### src/rtl/ms72xx_cfg_seq.sv
// ms72xx_cfg_seq: configuration sequencer for the MS72xx HDMI RX/TX pair.
// Walks a register table in an external synchronous ROM. Each entry becomes
// one write to the shared I2C byte engine, a timed delay, or the end of the
// table. NACKed writes are retried a bounded number of times.
// Optional build macro: MS72XX_CFG_READBACK_EN adds a read-back/verify of
// every write whose register high byte is not 0xFF.
//
// Handshake: iic_req is held high with iic_ch/dev/reg/wdata/rd stable until
// a cycle with iic_ack=1; the request drops on the following edge. iic_done
// is a one-cycle pulse, and iic_nack/iic_rdata are qualified by it. A done
// pulse outside a wait state is ignored.
module ms72xx_cfg_seq #(
    parameter int ADDR_W     = 8,
    parameter int CYC_PER_MS = 10000,
    parameter int PWRUP_CYC  = 20000,
    parameter int MAX_RETRY  = 3,
    parameter int AUTO_START = 1
) (
    input  logic              clk,
    input  logic              rst_n,
    input  logic              start,
    output logic [ADDR_W-1:0] rom_addr,
    input  logic [31:0]       rom_data,
    output logic              iic_req,
    output logic              iic_ch,
    output logic [6:0]        iic_dev,
    output logic [15:0]       iic_reg,
    output logic [7:0]        iic_wdata,
    output logic              iic_rd,
    input  logic              iic_ack,
    input  logic              iic_done,
    input  logic              iic_nack,
    input  logic [7:0]        iic_rdata,
    output logic              busy,
    output logic              init_over,
    output logic              cfg_err,
    output logic [ADDR_W-1:0] err_idx,
    output logic [3:0]        dbg_state
);

    localparam int DLY_MAX = 255 * CYC_PER_MS;
    localparam int CNT_MAX = (DLY_MAX > PWRUP_CYC) ? DLY_MAX : PWRUP_CYC;
    localparam int CNT_W   = $clog2(CNT_MAX + 1);
    localparam int RTRY_W  = (MAX_RETRY > 0) ? $clog2(MAX_RETRY + 1) : 1;
    localparam logic [CNT_W-1:0]  PWRUP_LOAD = CNT_W'(PWRUP_CYC - 1);
    localparam logic [RTRY_W-1:0] RETRY_LIM  = RTRY_W'(MAX_RETRY);

    typedef enum logic [3:0] {
        S_IDLE,
        S_PWRUP,
        S_FETCH,
        S_DECODE,
        S_ISSUE,
        S_WAIT,
        S_DELAY,
        S_DONE,
        S_ERROR
`ifdef MS72XX_CFG_READBACK_EN
        ,
        S_RD_ISSUE,
        S_RD_WAIT
`endif
    } state_t;

    state_t              state_q, state_d;
    logic [ADDR_W-1:0]   addr_q, addr_d;
    logic [CNT_W-1:0]    cnt_q, cnt_d;
    logic [RTRY_W-1:0]   retry_q, retry_d;
    logic                auto_q, auto_d;
    logic                ch_q, ch_d;
    logic [6:0]          dev_q, dev_d;
    logic [15:0]         reg_q, reg_d;
    logic [7:0]          wdata_q, wdata_d;
    logic                adv;
    logic                fail;
    logic [31:0]         dly_prod;

    // Delay length of the entry currently on the ROM bus.
    assign dly_prod = 32'(rom_data[7:0]) * 32'(CYC_PER_MS);

`ifndef MS72XX_CFG_READBACK_EN
    logic unused_rdata;
    assign unused_rdata = ^iic_rdata;
`endif

    // State and datapath registers.
    always_ff @(posedge clk or negedge rst_n) begin
        if (!rst_n) begin
            state_q <= S_IDLE;
            addr_q  <= '0;
            cnt_q   <= '0;
            retry_q <= '0;
            auto_q  <= (AUTO_START != 0);
            ch_q    <= 1'b0;
            dev_q   <= '0;
            reg_q   <= '0;
            wdata_q <= '0;
        end else begin
            state_q <= state_d;
            addr_q  <= addr_d;
            cnt_q   <= cnt_d;
            retry_q <= retry_d;
            auto_q  <= auto_d;
            ch_q    <= ch_d;
            dev_q   <= dev_d;
            reg_q   <= reg_d;
            wdata_q <= wdata_d;
        end
    end

    // Next-state logic: per-state actions, then shared retry and advance rules.
    always_comb begin
        state_d = state_q;
        addr_d  = addr_q;
        cnt_d   = cnt_q;
        retry_d = retry_q;
        auto_d  = auto_q;
        ch_d    = ch_q;
        dev_d   = dev_q;
        reg_d   = reg_q;
        wdata_d = wdata_q;
        adv     = 1'b0;
        fail    = 1'b0;

        case (state_q)
            S_IDLE: begin
                if (start || auto_q) begin
                    auto_d  = 1'b0;
                    state_d = S_PWRUP;
                    cnt_d   = PWRUP_LOAD;
                    retry_d = '0;
                    addr_d  = '0;
                end
            end
            S_PWRUP: begin
                if (cnt_q == '0) begin
                    addr_d  = '0;
                    state_d = S_FETCH;
                end else begin
                    cnt_d = cnt_q - CNT_W'(1);
                end
            end
            S_FETCH: state_d = S_DECODE;
            S_DECODE: begin
                if (rom_data[30:24] == 7'h7F) begin
                    state_d = S_DONE;
                end else if (rom_data[30:24] == 7'h00) begin
                    if (rom_data[7:0] == 8'h00) begin
                        adv = 1'b1;
                    end else begin
                        cnt_d   = CNT_W'(dly_prod - 32'd1);
                        state_d = S_DELAY;
                    end
                end else begin
                    ch_d    = rom_data[31];
                    dev_d   = rom_data[30:24];
                    reg_d   = rom_data[23:8];
                    wdata_d = rom_data[7:0];
                    state_d = S_ISSUE;
                end
            end
            S_ISSUE: begin
                if (iic_ack) state_d = S_WAIT;
            end
            S_WAIT: begin
                if (iic_done) begin
                    if (iic_nack) begin
                        fail = 1'b1;
                    end else begin
`ifdef MS72XX_CFG_READBACK_EN
                        if (reg_q[15:8] != 8'hFF) state_d = S_RD_ISSUE;
                        else                      adv = 1'b1;
`else
                        adv = 1'b1;
`endif
                    end
                end
            end
`ifdef MS72XX_CFG_READBACK_EN
            S_RD_ISSUE: begin
                if (iic_ack) state_d = S_RD_WAIT;
            end
            S_RD_WAIT: begin
                if (iic_done) begin
                    if (iic_nack || (iic_rdata != wdata_q)) fail = 1'b1;
                    else                                    adv  = 1'b1;
                end
            end
`endif
            S_DELAY: begin
                if (cnt_q == '0) adv = 1'b1;
                else             cnt_d = cnt_q - CNT_W'(1);
            end
            S_DONE, S_ERROR: begin
                if (start) begin
                    state_d = S_PWRUP;
                    cnt_d   = PWRUP_LOAD;
                    retry_d = '0;
                    addr_d  = '0;
                end
            end
            default: state_d = S_IDLE;
        endcase

        // A failed write (or failed verify) reissues the write of the same entry.
        if (fail) begin
            if (retry_q < RETRY_LIM) begin
                retry_d = retry_q + RTRY_W'(1);
                state_d = S_ISSUE;
            end else begin
                state_d = S_ERROR;
            end
        end

        // Move to the next entry; the last ROM slot finishes the table without wrapping.
        if (adv) begin
            retry_d = '0;
            if (addr_q == '1) begin
                state_d = S_DONE;
            end else begin
                addr_d  = addr_q + ADDR_W'(1);
                state_d = S_FETCH;
            end
        end
    end

    assign rom_addr  = addr_q;
    assign iic_ch    = ch_q;
    assign iic_dev   = dev_q;
    assign iic_reg   = reg_q;
    assign iic_wdata = wdata_q;
`ifdef MS72XX_CFG_READBACK_EN
    assign iic_req   = (state_q == S_ISSUE) || (state_q == S_RD_ISSUE);
    assign iic_rd    = (state_q == S_RD_ISSUE) || (state_q == S_RD_WAIT);
`else
    assign iic_req   = (state_q == S_ISSUE);
    assign iic_rd    = 1'b0;
`endif
    assign busy      = (state_q != S_IDLE) && (state_q != S_DONE) && (state_q != S_ERROR);
    assign init_over = (state_q == S_DONE);
    assign cfg_err   = (state_q == S_ERROR);
    assign err_idx   = (state_q == S_ERROR) ? addr_q : '0;
    assign dbg_state = state_q;

endmodule
### config.mk
export PLATFORM = sky130hd
export DESIGN_NAME = ms72xx_cfg_seq
export DESIGN_NICKNAME = d
export VERILOG_FILES = /design/src/rtl/ms72xx_cfg_seq.sv
export SDC_FILE = /design/constraint.sdc
export NUM_CORES = 1
export LEC_CHECK = 0
export CAP_MARGIN = 20
export CORE_ASPECT_RATIO = 1.25
export CORE_UTILIZATION = 53
export CTS_CLUSTER_SIZE = 30
export DETAILED_ROUTE_END_ITERATION = 7
export MAX_ROUTING_LAYER = met4
export PLACE_DENSITY = 0.81
export SLEW_MARGIN = 5
export SYNTH_ARGS = -nofsm -noshare
export SYNTH_HDL_FRONTEND = slang
export SYNTH_SLANG_ARGS = --single-unit
export TNS_END_PERCENT = 100
### constraint.sdc
create_clock -name clk -period 2.6 [get_ports clk]
set_input_delay 0.52 -clock clk [delete_from_list [all_inputs] [get_ports clk]]
set_output_delay 0.52 -clock clk [all_outputs]
set_load 0.02 [all_outputs]
==> summary.md <==
### Clock network
* sky130_fd_sc_hd__clkbuf_16 — Clock Root Buffer
* 69 — Clock Sink Count
* 9 — TritonCTS buffer count
* 3 — deepest level of the CTS H-tree
* 0.06 ns — clock slew at reported path FFs
* yes — TritonCTS clock tree
* 0 — quantity of hold-fixing buffers added after cts
* 2 — clock buffer depth
* 0.34 ns — source-to-sink clock delay at the later pin of the worst-skew pair

### Worst setup path
* 2.82 ns — critical path data required time
* primary input — kind of launch point of the worst setup path
* dbg_state[0]$_DFFE_PN0P_ — Reg2Reg Launch Point
* 0.10 ns — reg2reg setup slack
* in -> reg — critical setup path kind
* rom_data[5] — Critical path origin
* buf_8 > fa_1 > fa_1 > ha_1 > inv_2 > fa_1 > inv_2 > ha_4 > and3b_1 > a211o_1 > a311oi_2 > nand4_1 > nor4_2 > a31oi_1 > o31ai_1 — cells traversed along the worst timing path
* 8 — worst reg2reg path depth
* 4.67 ns — worst path arrival time
* 3 — worst-path maximum fanout
* flip-flop — Critical Path End Type
* cnt_q[13]$_DFFE_PN0P_ — reg-to-reg critical path endpoint
* sky130_fd_sc_hd__fa_1 — cell with the biggest individual delay on the critical path
* 0.58 ns — delay of the slowest cell on the worst path
* cnt_q[21]$_DFFE_PN0P_ — endpoint of the most critical setup path
* sky130_fd_sc_hd__fa_1 — CP most frequent cell

### Timing
* 4.45 ns — crit path time final
* 0 — max-slew violation count
* yes — unrepaired setup endpoints after global routing
* 171% — final cycle utilization of the critical path
* 0 — final count of hold timing violations
* 0.00436 ns — Layout Skew
* 64.8% — headroom to the max-slew limit
* 225 MHz — Fmax
* -1.85 ns — final worst-path setup slack
* 13 — setup violators final
* 0.523 ns — slew at the pin closest to its max-slew limit

### Power
* 727 µV — maximum vdd ir drop
* 5.46 mW — internal power of the cells
* 45.8% — Net Sw Frac
* 19.0% — fraction of power consumed by sequential logic
* 68.1% — relative contribution of combinational cells to total power
* 12.9% — clock group share of total power
* 4.62 mW — Switch Pwr
* 10.1 mW — final total power
* 1210 nW/µm² — P per Cell Area
* 3.68 nW — Static Leak

### Global route
* 6,275 — via count of the first global-routing pass
* 7.08% — met3 Resource Use GR
* 40.2% — GRT Overall Usage
* 31,500 µm — first-pass GRT wire length
* 0 — initial antenna violation count
* 38.1% — met1 usage in global routing
* 70 — maximum number of pins on one net before global-route repair
* 72.2% — met2 track utilization from global routing
* met2 — most heavily used metal layer in global routing
* 0 — global route overflow

### Synth
* 9.38 µm² — per-instance average area after synthesis
* sky130_fd_sc_hd__dfrtp_1 — largest area contributor in the netlist
* 69 — total of flip-flops plus latches after synthesis
* sky130_fd_sc_hd__dfrtp_1 (68), sky130_fd_sc_hd__ha_1 (47), sky130_fd_sc_hd__nor2_1 (46), sky130_fd_sc_hd__o21ai_0 (44), sky130_fd_sc_hd__mux2_2 (34) — leading cell types by count after synthesis
* sky130_fd_sc_hd__dfrtp_1 — primary flip-flop cell chosen by synthesis mapping
* sky130_fd_sc_hd__dfrtp_1 — most common cell in the netlist
* 575 — synthesized instance count
* 31.6% — area fraction of the dominant cell type after synthesis
* 5390 µm² — area of the mapped netlist
* 100% — async set-reset flop share out of synthesis
* sky130_fd_sc_hd__dfrtp_1 (32%), sky130_fd_sc_hd__ha_1 (11%), sky130_fd_sc_hd__mux2_2 (7.1%) — Area contributors post-synth
* 80 — number of distinct library cell variants in the gate-level netlist after synthesis
* 0 — number of flops mapped to enable cells by yosys
* 32.0% — sequential share of the synthesized area
* 680 — synthesized net count
* 0 — Ys Warns

### Hold path
* in -> async — Hold Path Class

### Finish
* 8360 µm² — cell area after layout
* 888 — net total in the final layout
* 36.8% — fraction of layout instances using a drive strength above 1
* 55.0% — Area growth, synth to finish
* 0 — number of diodes added for antenna fixing
* 22 — max reg flops

### Die
* 92.2 µm — horizontal die dimension
* 9760 µm² — Core Area
* 40 — number of placement rows
* 55.2% — effective utilization at floorplan
* 10,600 µm² — die area
* 115 µm — vertical extent of the die
* 103 — number of top-level pins

### Placement
* 12,100 µm — DPL Wire Length
* 0.901 — Final Wtd Congestion
* 7340 µm² — placed inst area
* 93 — Buffers on Ports

### Detailed routing
* 6,118 — total number of vias
* 22,700 µm — total wire length
* 24.9 µm — average wire length per cell after detail routing
* 8 — drt first pass iters
* 6.69 — ratio of routed vias to standard cells
* 0 — remaining antenna violation count after routing
* 615 — DRT iter0 DRCs
* 0 — post-route DRC violation count

### Flow run
* 0 — count of maximum capacitance violations

### Outcome
* complete, but fails checks — status
* setup timing — violations in the final reports

-- stage by stage --
step	worst slack (ns)	setup TNS, ns	util (%)	hold WS (ns)	instances
after floorplan	-1.54	-12.40	-	0.224	575
final	-1.85	-16.37	85.7	0.195	914
after global routing	-1.93	-17.31	85.7	0.237	914
after CTS	-1.50	-12.81	82.8	0.225	910
after global placement	-2.17	-34.30	75.2	0.473	880
after detailed placement	-2.27	-40.37	75.2	0.479	880
-- final cells by class --
type                       instances  area, µm²
fill                             433       1400
tap                              126        158
timing repair buffer             219       1990
clock inverter                     6       70.1
inverter                          33        134
clock buffer                      10        239
sequential                        69       1730
multi-input combinational        451       4040
-- power groups by stage --
| stage | registers, mW | logic, mW | clock network (mW) |
|---|---|---|---|
| final | 1.91 | 6.87 | 1.30 |
| after global routing | 1.94 | 7.15 | 1.34 |
| after CTS | 1.85 | 6.00 | 1.29 |
| after detailed placement | 1.85 | 5.37 | 0 |
| after global placement | 1.80 | 5.15 | 0 |
| after floorplan | 2.13 | 2.87 | 0 |
-- kinds of logic (layout without fill, tap and decap cells) --
family	count (synthesis)	in the layout	share of synthesized area, %
AO/OA/AOI/OAI	135	135	16.6
AND/OR/NAND/NOR	197	197	20.2
other	1	1	0.0696
adder cells (fa/ha/maj)	59	59	15.4
XOR/XNOR	22	22	3.57
multiplexers	37	37	7.66
buffers and inverters	55	268	4.43
flip-flops	69	69	32.0
-- routing by layer --
metal	up-vias	part of all wire, %
met5	-	0
met4	0	11
met3	235	7.5
met2	524	51
met1	2839	31
li1	2520	-
-- how the worst min path moves through the flow --
| stage | from | to | slack (ns) | cells past startpoint |
|---|---|---|---|---|
| after CTS | rst_n | cnt_q[3]$_DFFE_PN0P_ | 0.23 | 2 |
| after detailed placement | auto_q$_DFFE_PN1P_ | auto_q$_DFFE_PN1P_ | 0.48 | 1 |
| after global routing | rst_n | dbg_state[1]$_DFFE_PN0P_ | 0.24 | 2 |
| final | rst_n | dbg_state[1]$_DFFE_PN0P_ | 0.20 | 2 |
| after floorplan | rst_n | cnt_q[0]$_DFFE_PN0P_ | 0.22 | 0 |
| after global placement | auto_q$_DFFE_PN1P_ | auto_q$_DFFE_PN1P_ | 0.47 | 1 |
-- layout by cell type (no fill, tap or decap), types with 6 or more instances in the layout --
| cell | instances |
|---|---|
| sky130_fd_sc_hd__buf_4 | 105 |
| sky130_fd_sc_hd__clkdlybuf4s50_1 | 79 |
| sky130_fd_sc_hd__dfrtp_1 | 67 |
| sky130_fd_sc_hd__nor2_1 | 41 |
| sky130_fd_sc_hd__ha_1 | 34 |
| sky130_fd_sc_hd__mux2_2 | 32 |
| sky130_fd_sc_hd__nand2_1 | 31 |
| sky130_fd_sc_hd__o21ai_0 | 30 |
| sky130_fd_sc_hd__inv_1 | 24 |
| sky130_fd_sc_hd__o21ai_1 | 18 |
| sky130_fd_sc_hd__buf_6 | 17 |
| sky130_fd_sc_hd__nor3_1 | 16 |
| sky130_fd_sc_hd__and3_1 | 14 |
| sky130_fd_sc_hd__a21oi_1 | 14 |
| sky130_fd_sc_hd__fa_1 | 11 |
| sky130_fd_sc_hd__ha_4 | 11 |
| sky130_fd_sc_hd__xnor2_1 | 10 |
| sky130_fd_sc_hd__nand3_1 | 9 |
| sky130_fd_sc_hd__a31oi_1 | 9 |
| sky130_fd_sc_hd__clkbuf_16 | 9 |
| sky130_fd_sc_hd__inv_2 | 7 |
| sky130_fd_sc_hd__nand4_1 | 7 |
| sky130_fd_sc_hd__a21o_1 | 6 |
-- repair_timing --
action | CTS | global route
cloned | 0 | 0
endpoints found under the setup margin | 28 | 35
setup buffers | 14 | 8
pin swaps | 44 | 40
resized for setup | 126 | 45
-- worst max-delay path: cells and delay by family --
kind	cells	cell delay (ns)
and+or+nand+nor	3	0.79
adders and majority gates	5	2.12
AOI/OAI and AO/OA	4	1.02
buffers and inverters	3	0.21
(Power assumes the default switching activity.)
